$ cat config.mk
export PLATFORM = sky130hd
export DESIGN_NAME = prim_accum
export DESIGN_NICKNAME = d
export VERILOG_FILES = /design/src/rtl/prim_accum.sv
export SDC_FILE = /design/constraint.sdc
export NUM_CORES = 1
export LEC_CHECK = 0
export CORE_ASPECT_RATIO = 0.8
export CORE_MARGIN = 2
export CORE_UTILIZATION = 42
export CTS_BUF_LIST = sky130_fd_sc_hd__clkbuf_4 sky130_fd_sc_hd__clkbuf_8
export DETAILED_ROUTE_END_ITERATION = 16
export GPL_TIMING_DRIVEN = 0
export PLACE_DENSITY = 0.67
export SLEW_MARGIN = 20
export SYNTH_ARGS = -nofsm -noshare
export SYNTH_HDL_FRONTEND = slang
export SYNTH_SLANG_ARGS = --single-unit
$ cat constraint.sdc
create_clock -name clk -period 7.5 [get_ports clk]
set_input_delay 1.125 -clock clk [delete_from_list [all_inputs] [get_ports clk]]
set_output_delay 1.125 -clock clk [all_outputs]
set_load 0.02 [all_outputs]
$ cat src/rtl/prim_accum.sv
// rtl/prim_accum.sv - framed accumulator: sums a sample stream, emits one result per frame
// Signed/unsigned and saturate/wrap behaviour are fixed at elaboration time.
module prim_accum #(
   parameter int IN_W     = 8,
   parameter int ACC_W    = 32,
   parameter int SIGNED   = 1,
   parameter int SATURATE = 1,
   parameter int CNT_W    = 16
) (
   input  logic             clk,
   input  logic             rst,
   input  logic             in_valid,
   output logic             in_ready,
   input  logic [IN_W-1:0]  in_data,
   input  logic             in_last,
   output logic             out_valid,
   input  logic             out_ready,
   output logic [ACC_W-1:0] out_data,
   output logic             out_ovf,
   output logic [CNT_W-1:0] out_count
);

   typedef enum logic [1:0] {IDLE, ACCUM, HOLD} state_t;

   localparam int PAD = ACC_W + 1 - IN_W;

   state_t           state, state_next;
   logic [ACC_W-1:0] acc;
   logic [CNT_W-1:0] cnt;
   logic             ovf;

   logic             accept;
   logic             ext_sign;
   logic [ACC_W:0]   ext_in;
   logic [ACC_W:0]   acc_ext;
   logic [ACC_W:0]   sum;
   logic             beat_ovf;
   logic [ACC_W-1:0] sum_res;
   logic [CNT_W-1:0] cnt_inc;

   assign in_ready  = (state != HOLD);
   assign out_valid = (state == HOLD);
   assign accept    = in_valid && in_ready;

   assign ext_sign = (SIGNED != 0) ? in_data[IN_W-1] : 1'b0;
   assign ext_in   = {{PAD{ext_sign}}, in_data};
   assign acc_ext  = {((SIGNED != 0) ? acc[ACC_W-1] : 1'b0), acc};
   assign sum      = acc_ext + ext_in;
   assign cnt_inc  = (cnt == {CNT_W{1'b1}}) ? cnt : cnt + 1'b1;

   // Both operands fit in ACC_W+1 bits, so the extra top bit tells us the true sign/carry.
   always_comb begin
      beat_ovf = 1'b0;
      sum_res  = sum[ACC_W-1:0];
      if (SIGNED != 0) begin
         beat_ovf = sum[ACC_W] ^ sum[ACC_W-1];
      end else begin
         beat_ovf = sum[ACC_W];
      end
      if (beat_ovf && (SATURATE != 0)) begin
         if (SIGNED != 0) begin
            sum_res = sum[ACC_W] ? {1'b1, {(ACC_W-1){1'b0}}} : {1'b0, {(ACC_W-1){1'b1}}};
         end else begin
            sum_res = {ACC_W{1'b1}};
         end
      end
   end

   always_comb begin
      state_next = state;
      case (state)
         IDLE, ACCUM: begin
            if (accept) begin
               state_next = in_last ? HOLD : ACCUM;
            end
         end
         HOLD: begin
            if (out_ready) begin
               state_next = IDLE;
            end
         end
         default: state_next = IDLE;
      endcase
   end

   always_ff @(posedge clk or posedge rst) begin
      if (rst) begin
         state     <= IDLE;
         acc       <= '0;
         cnt       <= '0;
         ovf       <= 1'b0;
         out_data  <= '0;
         out_ovf   <= 1'b0;
         out_count <= '0;
      end else begin
         state <= state_next;
         if (accept) begin
            if (in_last) begin
               out_data  <= sum_res;
               out_count <= cnt_inc;
               out_ovf   <= ovf | beat_ovf;
               acc       <= '0;
               cnt       <= '0;
               ovf       <= 1'b0;
            end else begin
               acc <= sum_res;
               cnt <= cnt_inc;
               ovf <= ovf | beat_ovf;
            end
         end
      end
   end

endmodule

# Word-level counts from Yosys, hierarchy flattened
# Index checks and enable logic that the tools add are counted.
[word_totals]
register_bits = 100
input_bits = 13
output_inout_bits = 51
word_cells = 32
[op_classes]
addsub = 2
eq_ne = 6
n_mux = 10
n_bitwise = 2
n_reduce_logical = 5
[ops]
columns = ["op", "n"]
rows = [
  ["$mux W32", 3],
  ["$add A32 B8 Y33", 1],
  ["$mux W16", 2],
  ["$add A16 B1 Y16 const B", 1],
  ["$eq A16 B16 Y1 const B", 1],
  ["$mux W2", 3],
  ["$ne A2 B2 Y1 const B", 2],
  ["$pmux W2 S2", 1],
  ["$reduce_and A2 Y1", 2],
  ["$eq A2 B1 Y1 const B", 1],
  ["$eq A2 B2 Y1 const B", 1],
  ["$logic_not A2 Y1", 1],
  ["$ne A2 B1 Y1 const B", 1],
  ["$reduce_or A2 Y1", 1],
  ["$logic_and A1 B1 Y1", 1],
  ["$mux W1", 1],
  ["$or A1 B1 Y1", 1],
  ["$xor A1 B1 Y1", 1],
]

# Longest topological paths before layout
# Gate-level depths: netlist of the first run.
[logic_depth]
word_depth = 4
mapped_depth = 13
mapped_depth_nobuf = 11

# Least setup slack after synthesis of the first run
# No wires, ideal clock.
[synth_path]
path_kind = "input to register"
startpoint = "input port in_data[0]"
endpoint = "register out_data[18]"
setup_ns = 0.073
arrival_ns = 3.645
required_time_ns = 7.427
path_slack_ns = 3.782
cell_stages = 12
path_buffers = 1
cell_sequence = "ha_1 > inv_1 > fa_1 > and2b_1 > o2111a_2 > o311ai_4 > a2111oi_4 > o211ai_2 > mux2i_4 > nor2_2 > buf_6 > a21oi_2"
[synth_between]
elab_chain_len = 3
elab_cells_between_ends = 4
cone_classes = "add/sub (1); mux (2); bitwise (1)"
[synth_lines]
columns = ["element", "line", "source"]
rows = [
  ["from (decl)", "14", "input logic [IN_W-1:0] in_data,"],
  ["$add A32 B8 Y33 *", "48", "assign sum = acc_ext + ext_in;"],
  ["$mux W32 or $xor A1 B1 Y1 (tied branches)", "62, 56", ""],
  ["$mux W32 *", "60", "if (beat_ovf && (SATURATE != 0)) begin"],
  ["to (signal assigned)", "99", "out_data <= sum_res;"],
  ["to (decl)", "18", "output logic [ACC_W-1:0] out_data,"],
]
# Mark *: on every way between the ends. The rest lies on a longest branch, timed or not.
# A chain may end at the register's enable or synchronous reset.

# Final worst setup path of the first run
[layout_path]
startpoint = "input port in_data[0]"
endpoint = "register out_data[15]"
# The elaborated chain is that of the path after synthesis.

==> results of run 1 <==
[final cells by class]
class | count | area, sq um
Tap cell | 215 | 269
Inverter | 18 | 72.6
Clock inverter | 6 | 78.8
Timing Repair Buffer | 63 | 643
Sequential cell | 100 | 2500
Multi-Input combinational cell | 598 | 3860
Clock buffer | 9 | 124
Buffer | 37 | 199
Fill cell | 1522 | 7850
[worst max-delay path: stages]
cell	delay, ns
clkdlybuf4s50_1	0.49
ha_1	0.20
inv_1	0.06
fa_1	0.39
and2b_1	0.26
o2111a_2	0.24
o311ai_4	0.14
a2111oi_4	0.56
a211oi_2	0.12
mux2i_1	0.33
buf_4	0.29
buf_4	0.22
nand2_1	0.10
a21oi_2	0.14
[layer usage]
| metal | routed length [um] | track usage, % |
|---|---|---|
| met1 | 9360 | 35.2 |
| met5 | 0 | 0 |
| met3 | 977 | 3.98 |
| met4 | 228 | 5.50 |
| met2 | 7090 | 29.5 |
[where the power goes]
part	leakage [uW]	internal (uW)	switching (uW)
Sequential	0.00126	718	114
Clock	0.000104	160	218
Combinational	0.00195	731	1070
[registers in the layout, indices dropped and copies added, names as in the netlist]
register	count
out_data	32
out_ovf	1
acc	32
ovf	1
state	2
cnt	16
out_count	16
[stage by stage]
step / utilization, % / cells / hold WS [ns]
floorplan: - / 753 / 0.428
global placement: 48.2 / 1030 / 0.455
detailed placement: 48.4 / 1031 / 0.451
CTS: 49.7 / 1046 / 0.472
global route: 49.7 / 1046 / 0.489
finish: 49.7 / 1046 / 0.473
[worst max-delay path by stage]
stage	startpoint	endpoint	slack, ns	cells after the start
floorplan	rst	acc[0]	3.76	1
global placement	rst	out_data[7]	2.01	2
detailed placement	in_data[7]	out_data[15]	2.11	13
CTS	in_data[7]	out_data[15]	2.54	13
global route	in_data[0]	out_data[15]	2.98	14
finish	in_data[0]	out_data[15]	3.15	14
[kinds of logic (layout without fill, tap and decap cells)]
family          after synthesis  count (layout)
compound gates              241             241
simple gates                278             278
mux                          10              10
xor+xnor                     35              35
buf+inv                      55             133
fa+ha+maj                    34              34
flops                       100             100
[Yosys cell counts (all sizes together) (3+ instances only)]
| cell type | count | area [sq um] |
|---|---|---|
| nand2b | 25 | 156 |
| and2 | 6 | 37.5 |
| buf | 19 | 131 |
| xor2 | 18 | 158 |
| o21a | 6 | 45.0 |
| o211ai | 17 | 178 |
| xnor2 | 17 | 149 |
| a221oi | 3 | 26.3 |
| inv | 18 | 67.6 |
| mux2 | 3 | 33.8 |
| a41oi | 4 | 35.0 |
| a22o | 4 | 35.0 |
| dfrtp | 100 | 2500 |
| a21oi | 82 | 508 |
| mux2i | 7 | 82.6 |
| clkbuf | 18 | 67.6 |
| ha | 33 | 413 |
| and3 | 4 | 25.0 |
| and4 | 4 | 35.0 |
| nand3 | 24 | 120 |
| a21o | 9 | 67.6 |
| a31oi | 8 | 50.1 |
| o21bai | 4 | 30.0 |
| nor4 | 4 | 31.3 |
| nand2 | 108 | 408 |
| a211oi | 5 | 42.5 |
| o31ai | 10 | 75.1 |
| nor2 | 63 | 241 |
| a22oi | 3 | 22.5 |
| nor3 | 11 | 60.1 |
| or3 | 6 | 37.5 |
| nand4 | 11 | 75.1 |
| o21ai | 65 | 337 |
| nand3b | 3 | 22.5 |
==> flow_metrics.env, run 1 <==
export IMPL_status="finished, final reports clean"
export IMPL_rsz0062_at_grt="no"
export IMPL_period_share_pct=58.0
export IMPL_synth_mux_area_share_pct=1.76
export IMPL_startpoint_type="primary input"
export IMPL_grt_pass1_vias=5228
export IMPL_hold_depth=1
export IMPL_tns_ns=0
export IMPL_drtIter0Drc=459
export IMPL_design_area_sq_um=7750
export IMPL_die_x_um=144
export IMPL_max_slew_margin_rel_pct=50.2
export IMPL_avgSynthCellArea_sq_um=8.80
export IMPL_fin_nets=874
export IMPL_final_cell_mix="nand2_1 (107), dfrtp_1 (100), nor2_1 (61), clkdlybuf4s50_1 (61), a21oi_1 (58)"
export IMPL_gp_congestion=0.894
export IMPL_hp_start="state[1]"
export IMPL_cp_required_ns=7.83
export IMPL_netlist_instances=753
export IMPL_layout_drive_gt1_share_pct=11.1
export IMPL_wl_per_cell_um=16.9
export IMPL_die_h_um=116
export IMPL_grt_util_all_layers_pct=21.8
export IMPL_grt_pass1_wl_um=28500
export IMPL_hold_viol=0
export IMPL_powerDensity_nw_per_um2=389
export IMPL_yosys_area_share_xor_xnor_pct=4.63
export IMPL_synth_nets=800
export IMPL_cts_setup_buffers=0
export IMPL_fin_crit_ns=4.35
export IMPL_ys_warnings_count=0
export IMPL_netlist_area_sq_um=6630
export IMPL_synth_cell_types=72
export IMPL_dpl_instance_area_sq_um=7550
export IMPL_drt_wl_total_um=17700
export IMPL_clock_latency_ns=0.41
export IMPL_total_power_uw=3010
export IMPL_cp_max_fo=10
export IMPL_r2r_start="acc[0]"
export IMPL_synth_flop_cell="dfrtp_1"
export IMPL_fp_row_count=41
export IMPL_cts_buffers=9
export IMPL_ys_seq_area_share_pct=37.8
export IMPL_hpwlAfterDp_um=13000
export IMPL_cts_resized=0
export IMPL_synth_fa_ha_area_share_pct=6.53
export IMPL_fmax_mhz=230
export IMPL_crit_path_end_kind="register"
export IMPL_grt_max_degree=74
export IMPL_reg2reg_to="out_data[15]"
export IMPL_r2r_worst_path_cells=13
export IMPL_hp_class="register to register"
export IMPL_area_growth_syn_to_layout_pct=16.9
export IMPL_port_buffers=62
export IMPL_synth_edf_count=0
export IMPL_cap_violations=0
export IMPL_drc=0
export IMPL_p_leak_uw=0.00331
export IMPL_worst_slack_ns=3.15
export IMPL_initial_utilization_pct=42.5
export IMPL_io_pins=64
export IMPL_die_area_sq_um=16800
export IMPL_dr_pass1_iters=6
export IMPL_ys_seq_elements=100
export IMPL_vdd_drop_max_mv=0.197
export IMPL_worst_ep_arrival_time_ns=4.68
export IMPL_clockBufferDepth=2
export IMPL_cts_max_level=3
export IMPL_grt_overflow=0
export IMPL_worst_clock_skew_ns=0.0217
export IMPL_path_clk_slew_ns=0.11
export IMPL_r2r_slack_ns=4.00
export IMPL_core_area_sq_um=15600
export IMPL_setup_viol=0
export IMPL_cts_sinks=100
export IMPL_synth_compound_area_share_pct=25.4
export IMPL_synth_simple_area_share_pct=19.9
export IMPL_grt_antenna_before_repair=0
export IMPL_ant_nets=0
export IMPL_async_flop_share_pct=100
export IMPL_worstMarginPinSlew_ns=0.747
export IMPL_cts_tree="built"
export IMPL_hold_end="state[0]"
export IMPL_viasPerCell=5.58
export IMPL_critPathKind="primary input to register"
export IMPL_place_ws_ns=2.11
export IMPL_ctsRootBufferMaster="clkbuf_8"
export IMPL_synth_top_family_by_area="compound AO/OA/AOI/OAI gates"
export IMPL_final_common_cell="nand2_1"
export IMPL_vias=5832
export IMPL_antenna_cells=0
export IMPL_final_max_slew_viol_count=0
export IMPL_cts_hold_buffers=0
No activity file was read; power rests on OpenSTA's default activity.
==> inputs of run 2 (changes only) <==
--- a/config.mk
+++ b/config.mk
@@ -11,7 +11,7 @@
 export CTS_BUF_LIST = sky130_fd_sc_hd__clkbuf_4 sky130_fd_sc_hd__clkbuf_8
 export DETAILED_ROUTE_END_ITERATION = 16
 export GPL_TIMING_DRIVEN = 0
-export PLACE_DENSITY = 0.67
+export PLACE_DENSITY = 0.69
 export SLEW_MARGIN = 20
 export SYNTH_ARGS = -nofsm -noshare
 export SYNTH_HDL_FRONTEND = slang
==> constraint.sdc (replaced) <==
create_clock -name clk -period 3.5 [get_ports clk]
set_input_delay 0.525 -clock clk [delete_from_list [all_inputs] [get_ports clk]]
set_output_delay 0.525 -clock clk [all_outputs]
set_load 0.02 [all_outputs]
==> run 2 against run 1 <==
Compared with the run above:
- die area is the same
- first-iteration DRC count grew 15%
- worst hold slack lost 0.013 ns
- clock power grew 94%
- sequential cell count is the same
- sequential power grew 120%
- wire length grew 2.7%
- design area grew 2.0%
- global-route usage grew 0.33 points
- clock skew shrank 0.0050 ns
==> flow_metrics.env, run 2 (synthesis results as in run 1) <==
export IMPL_drt_wl_total_um=18100
export IMPL_r2r_slack_ns=0.27
export IMPL_place_ws_ns=-1.35
export IMPL_fin_nets=883
export IMPL_r2r_worst_path_cells=13
export IMPL_setup_viol=0
export IMPL_status="finished, final reports clean"
export IMPL_die_area_sq_um=16800
export IMPL_hold_viol=0
export IMPL_cts_tree="built"
export IMPL_cap_violations=0
export IMPL_vdd_drop_max_mv=0.419
export IMPL_core_area_sq_um=15600
export IMPL_worstMarginPinSlew_ns=0.832
export IMPL_ctsRootBufferMaster="clkbuf_8"
export IMPL_die_h_um=116
export IMPL_powerDensity_nw_per_um2=832
export IMPL_grt_antenna_before_repair=0
export IMPL_worst_ep_arrival_time_ns=3.72
export IMPL_antenna_cells=0
export IMPL_period_share_pct=97.4
export IMPL_startpoint_type="primary input"
export IMPL_cts_sinks=100
export IMPL_area_growth_syn_to_layout_pct=19.3
export IMPL_gp_congestion=0.900
export IMPL_crit_path_end_kind="register"
export IMPL_critPathKind="primary input to register"
export IMPL_vias=5856
export IMPL_wl_per_cell_um=17.2
export IMPL_grt_pass1_wl_um=28800
export IMPL_grt_pass1_vias=5410
export IMPL_r2r_start="acc[0]"
export IMPL_p_leak_uw=0.00336
export IMPL_final_max_slew_viol_count=0
export IMPL_grt_util_all_layers_pct=22.1
export IMPL_max_slew_margin_rel_pct=44.3
export IMPL_dr_pass1_iters=5
export IMPL_cts_max_level=3
export IMPL_viasPerCell=5.55
export IMPL_final_common_cell="nand2_1"
export IMPL_worst_clock_skew_ns=0.0167
export IMPL_fp_row_count=41
export IMPL_final_cell_mix="nand2_1 (107), dfrtp_1 (100), clkdlybuf4s50_1 (61)"
export IMPL_io_pins=64
export IMPL_reg2reg_to="acc[29]"
export IMPL_cp_max_fo=7
export IMPL_fin_crit_ns=3.41
export IMPL_dpl_instance_area_sq_um=7550
export IMPL_design_area_sq_um=7910
export IMPL_grt_overflow=0
export IMPL_hp_class="primary input to async pin"
export IMPL_top_regs="acc: 32 flops, out_data: 32 flops"
export IMPL_clockBufferDepth=2
export IMPL_initial_utilization_pct=42.5
export IMPL_drtIter0Drc=527
export IMPL_ant_nets=0
export IMPL_path_clk_slew_ns=0.09
export IMPL_die_x_um=144
export IMPL_cts_hold_buffers=0
export IMPL_port_buffers=62
export IMPL_layout_drive_gt1_share_pct=13.0
export IMPL_cp_required_ns=3.81
export IMPL_worst_slack_ns=0.0903
export IMPL_cts_buffers=9
export IMPL_fmax_mhz=293
export IMPL_clock_latency_ns=0.40
export IMPL_hpwlAfterDp_um=13200
export IMPL_grt_max_degree=76
export IMPL_drc=0
run 2: metal layers:
layer	share of wire [%]	vias to the layer above	track usage, %
met5	0	-	0
met4	1.2	0	4.85
met3	5.2	16	4.80
met2	41	142	31.2
met1	52	2826	34.5
li1	-	2872	-
run 2: worst max-delay path, cell delays in order:
cell             delay, ns
clkdlybuf4s50_1       0.43
ha_2                  0.21
inv_1                 0.07
fa_2                  0.20
and2b_2               0.24
o2111a_2              0.28
o311ai_4              0.40
a2111oi_4             0.13
buf_6                 0.18
a211o_4               0.31
mux2i_4               0.32
buf_6                 0.18
a31oi_1               0.07
a21oi_1               0.17
run 2: worst max path at each step:
| stage | start | to | slack, ns | depth (start not counted) |
|---|---|---|---|---|
| floorplan | rst | acc[0] | 0.36 | 1 |
| global placement | rst | out_data[7] | -1.37 | 2 |
| detailed placement | in_data[7] | out_data[14] | -1.35 | 13 |
| CTS | in_data[0] | out_data[14] | 0.02 | 15 |
| global route | in_data[0] | acc[29] | -0.02 | 14 |
| finish | in_data[0] | acc[29] | 0.09 | 14 |
run 2: cell type report:
class | instances | area [sq um]
fillers | 1560 | 7690
multi-input cells | 598 | 3920
flip-flops and latches | 100 | 2500
repair buffers | 72 | 738
well taps | 215 | 269
plain buffers | 37 | 219
clock buffers | 10 | 138
inverters | 18 | 72.6
clock inverters | 5 | 42.5
run 2: per-stage QoR:
step                hold WS, ns  cells  setup TNS [ns]  util [%]  total power (uW)
floorplan                 0.428    753               0         -              4500
global placement          0.454   1030         -207.83      48.2              5600
detailed placement        0.461   1031          -74.57      48.4              5650
CTS                       0.463   1051               0      49.9              6470
global route              0.469   1055         -0.0331      50.7              7090
finish                    0.461   1055               0      50.7              6580
run 2: where the power goes:
group          switching, uW  internal [uW]  total, uW
registers                248           1540       1790
clock network            449            283        733
logic                   2380           1670       4060
total                   3080           3500       6580
run 2: timing repair:
| item | CTS | global route |
|---|---|---|
| setup buffers | 5 | 4 |
| endpoints found under the setup margin | 66 | 30 |
| resized for setup | 8 | 18 |
| cloned | 0 | 1 |
| pin swaps | 1 | 6 |
==> inputs of run 3 (changes only) <==
--- a/config.mk
+++ b/config.mk
@@ -8,10 +8,10 @@
 export CORE_ASPECT_RATIO = 0.8
 export CORE_MARGIN = 2
 export CORE_UTILIZATION = 42
-export CTS_BUF_LIST = sky130_fd_sc_hd__clkbuf_4 sky130_fd_sc_hd__clkbuf_8
 export DETAILED_ROUTE_END_ITERATION = 16
 export GPL_TIMING_DRIVEN = 0
 export PLACE_DENSITY = 0.69
+export RECOVER_POWER = 25
 export SLEW_MARGIN = 20
 export SYNTH_ARGS = -nofsm -noshare
 export SYNTH_HDL_FRONTEND = slang
==> run 3 against run 2 <==
Compared with the run above:
- core utilization rose by 0.75 points
- cell count rose by 0.57%
- via count increased by 0.94%
- sequential cell count is the same
- design area increased by 1.5%
- combinational power barely moved
- setup slack improved by 0.047 ns
- non-clock buffer count grew 6
- register-to-register slack worse by 0.05 ns
- fmax grew 1.4%
- critical path type unchanged
- critical endpoint unchanged
==> flow_metrics.env, run 3 (synthesis results as in run 1) <==
export IMPL_r2r_worst_path_cells=13
export IMPL_cp_max_fo=6
export IMPL_hold_viol=0
export IMPL_cap_violations=0
export IMPL_grt_max_degree=76
export IMPL_vias=5911
export IMPL_grt_util_all_layers_pct=22.2
export IMPL_design_area_sq_um=8020
export IMPL_startpoint_type="primary input"
export IMPL_dr_pass1_iters=7
export IMPL_clockBufferDepth=2
export IMPL_sw_frac_of_total_pct=45.4
export IMPL_grt_pass1_vias=5442
export IMPL_gp_congestion=0.900
export IMPL_timing_hold_ws_ns=0.473
export IMPL_path_cells="clkdlybuf4s50_1 > ha_1 > and2b_2 > o2111a_2 > o311ai_4 > a2111oi_4 > buf_4 > a211o_4 > mux2i_4 > buf_6 > a31oi_1 > a21oi_1"
export IMPL_port_buffers=62
export IMPL_die_area_sq_um=16800
export IMPL_cp_required_ns=3.78
export IMPL_seq_area_sq_um=2500
export IMPL_viasPerCell=5.57
export IMPL_worst_slack_ns=0.137
export IMPL_seqPwrFrac_pct=26.1
export IMPL_layout_drive_gt1_share_pct=13.7
export IMPL_antenna_cells=0
export IMPL_hpwlAfterDp_um=13200
export IMPL_worstMarginPinSlew_ns=1.17
export IMPL_cpMaxStageDelayCell="clkdlybuf4s50_1"
export IMPL_r2r_slack_ns=0.22
export IMPL_drc=0
export IMPL_ctsRootBufferMaster="clkbuf_16"
export IMPL_max_stage_delay_ns=0.42
export IMPL_vdd_drop_max_mv=0.421
export IMPL_multi_input_comb_area_sq_um=3920
export IMPL_hp_start="state[1]"
export IMPL_worst_ep_arrival_time_ns=3.64
export IMPL_grt_overflow=0
export IMPL_n_fill_cell=1544
export IMPL_critPathKind="primary input to register"
export IMPL_dpl_instance_area_sq_um=7550
export IMPL_cts_hold_buffers=0
export IMPL_initial_utilization_pct=42.5
export IMPL_hp_class="register to register"
export IMPL_area_growth_syn_to_layout_pct=21.0
export IMPL_grt_antenna_before_repair=0
export IMPL_crit_path_end_kind="register"
export IMPL_clock_latency_ns=0.36
export IMPL_drtIter0Drc=516
export IMPL_fmax_mhz=297
export IMPL_cts_buffers=9
export IMPL_io_pins=64
export IMPL_drt_wl_total_um=18300
export IMPL_cts_sinks=100
export IMPL_powerDensity_nw_per_um2=855
export IMPL_max_slew_margin_rel_pct=21.9
export IMPL_period_share_pct=96.1
export IMPL_die_x_um=144
export IMPL_r2r_start="acc[0]"
export IMPL_p_int_uw=3750
export IMPL_rsz0062_at_grt="no"
export IMPL_grt_pass1_wl_um=28900
export IMPL_hold_depth=1
export IMPL_reg2reg_to="acc[29]"
export IMPL_final_max_slew_viol_count=0
export IMPL_cts_tree="built"
export IMPL_core_area_sq_um=15600
export IMPL_status="finished, final reports clean"
export IMPL_clockPowerShare_pct=14.4
export IMPL_path_clk_slew_ns=0.07
export IMPL_cts_max_level=3
export IMPL_die_h_um=116
export IMPL_final_common_cell="nand2_1"
export IMPL_fin_crit_ns=3.36
export IMPL_p_leak_uw=0.00343
export IMPL_hold_end="state[0]"
export IMPL_ant_nets=0
export IMPL_power_switching_uw=3120
export IMPL_wl_per_cell_um=17.2
export IMPL_setup_viol=0
export IMPL_place_ws_ns=-1.35
export IMPL_combPwrFrac_pct=59.5
export IMPL_top_regs="acc: 32 flops, out_data: 32 flops"
export IMPL_worst_clock_skew_ns=0.0119
export IMPL_final_cell_mix="nand2_1 (107), dfrtp_1 (100), nor2_1 (60)"
export IMPL_tns_ns=0
export IMPL_fin_nets=889
export IMPL_fp_row_count=41
run 3: changes by cell type in the layout (fill, tap and decap cells not counted), sizes merged:
cell           delta
clkdlybuf4s50     -2
inv               -1
buf               +5
dlygate4sd3       +1
dlymetal6s2s      +1
clkbuf            +1
clkinvlp          +1
run 3: metrics by stage:
| step | instances | util, % | total power, uW |
|---|---|---|---|
| finish | 1061 | 51.4 | 6860 |
| global route | 1061 | 51.4 | 7370 |
| CTS | 1051 | 50.5 | 6720 |
| detailed placement | 1031 | 48.4 | 5650 |
| global placement | 1030 | 48.2 | 5600 |
| floorplan | 753 | - | 4500 |
run 3: power by group through the flow:
stage	Combinational, uW	Clock (uW)	Sequential, uW
floorplan	2500	0	2000
global placement	3800	0	1800
detailed placement	3840	0	1810
CTS	3920	1000	1790
global route	4480	1050	1840
finish	4090	987	1790
run 3: repair_timing:
item	CTS	global route
gates cloned	0	1
pin swaps	1	8
buffers inserted	5	11
setup endpoints to repair	66	52
resized for setup	8	18
run 3: routing by layer:
layer / vias to the layer above / global-route usage (%) / part of all wire (%)
met3: 21 / 4.80 / 5.1
met1: 2865 / 34.5 / 52
met2: 138 / 31.3 / 42
met4: 0 / 4.79 / 1.2
li1: 2887 / - / -
met5: - / 0 / 0
run 3: worst max-delay path by stage:
stage | from | end | slack [ns] | depth (start not counted)
2_1_floorplan | rst | acc[0] | 0.36 | 1
3_3_place_gp | rst | out_data[7] | -1.37 | 2
3_5_place_dp | in_data[7] | out_data[14] | -1.35 | 13
4_1_cts | in_data[0] | out_data[14] | -0.02 | 15
5_1_grt | in_data[1] | acc[29] | 0.05 | 13
6_report | in_data[2] | acc[29] | 0.14 | 12
run 3: worst max-delay path: cells and delay by family:
kind,cells,cell delay [ns]
adders and majority gates,1,0.36
muxes,1,0.30
buffers and inverters,3,0.80
and+or+nand+nor,1,0.24
AOI/OAI and AO/OA,6,1.39
run 3: area by class of cell:
type	instances	share of cell area [%]
Timing Repair Buffer	78	9.50
Buffer	37	2.68
Inverter	18	0.858
Multi-Input combinational cell	598	48.9
Sequential cell	100	31.2
Clock buffer	10	2.98
Clock inverter	5	0.530
Tap cell	215	3.35
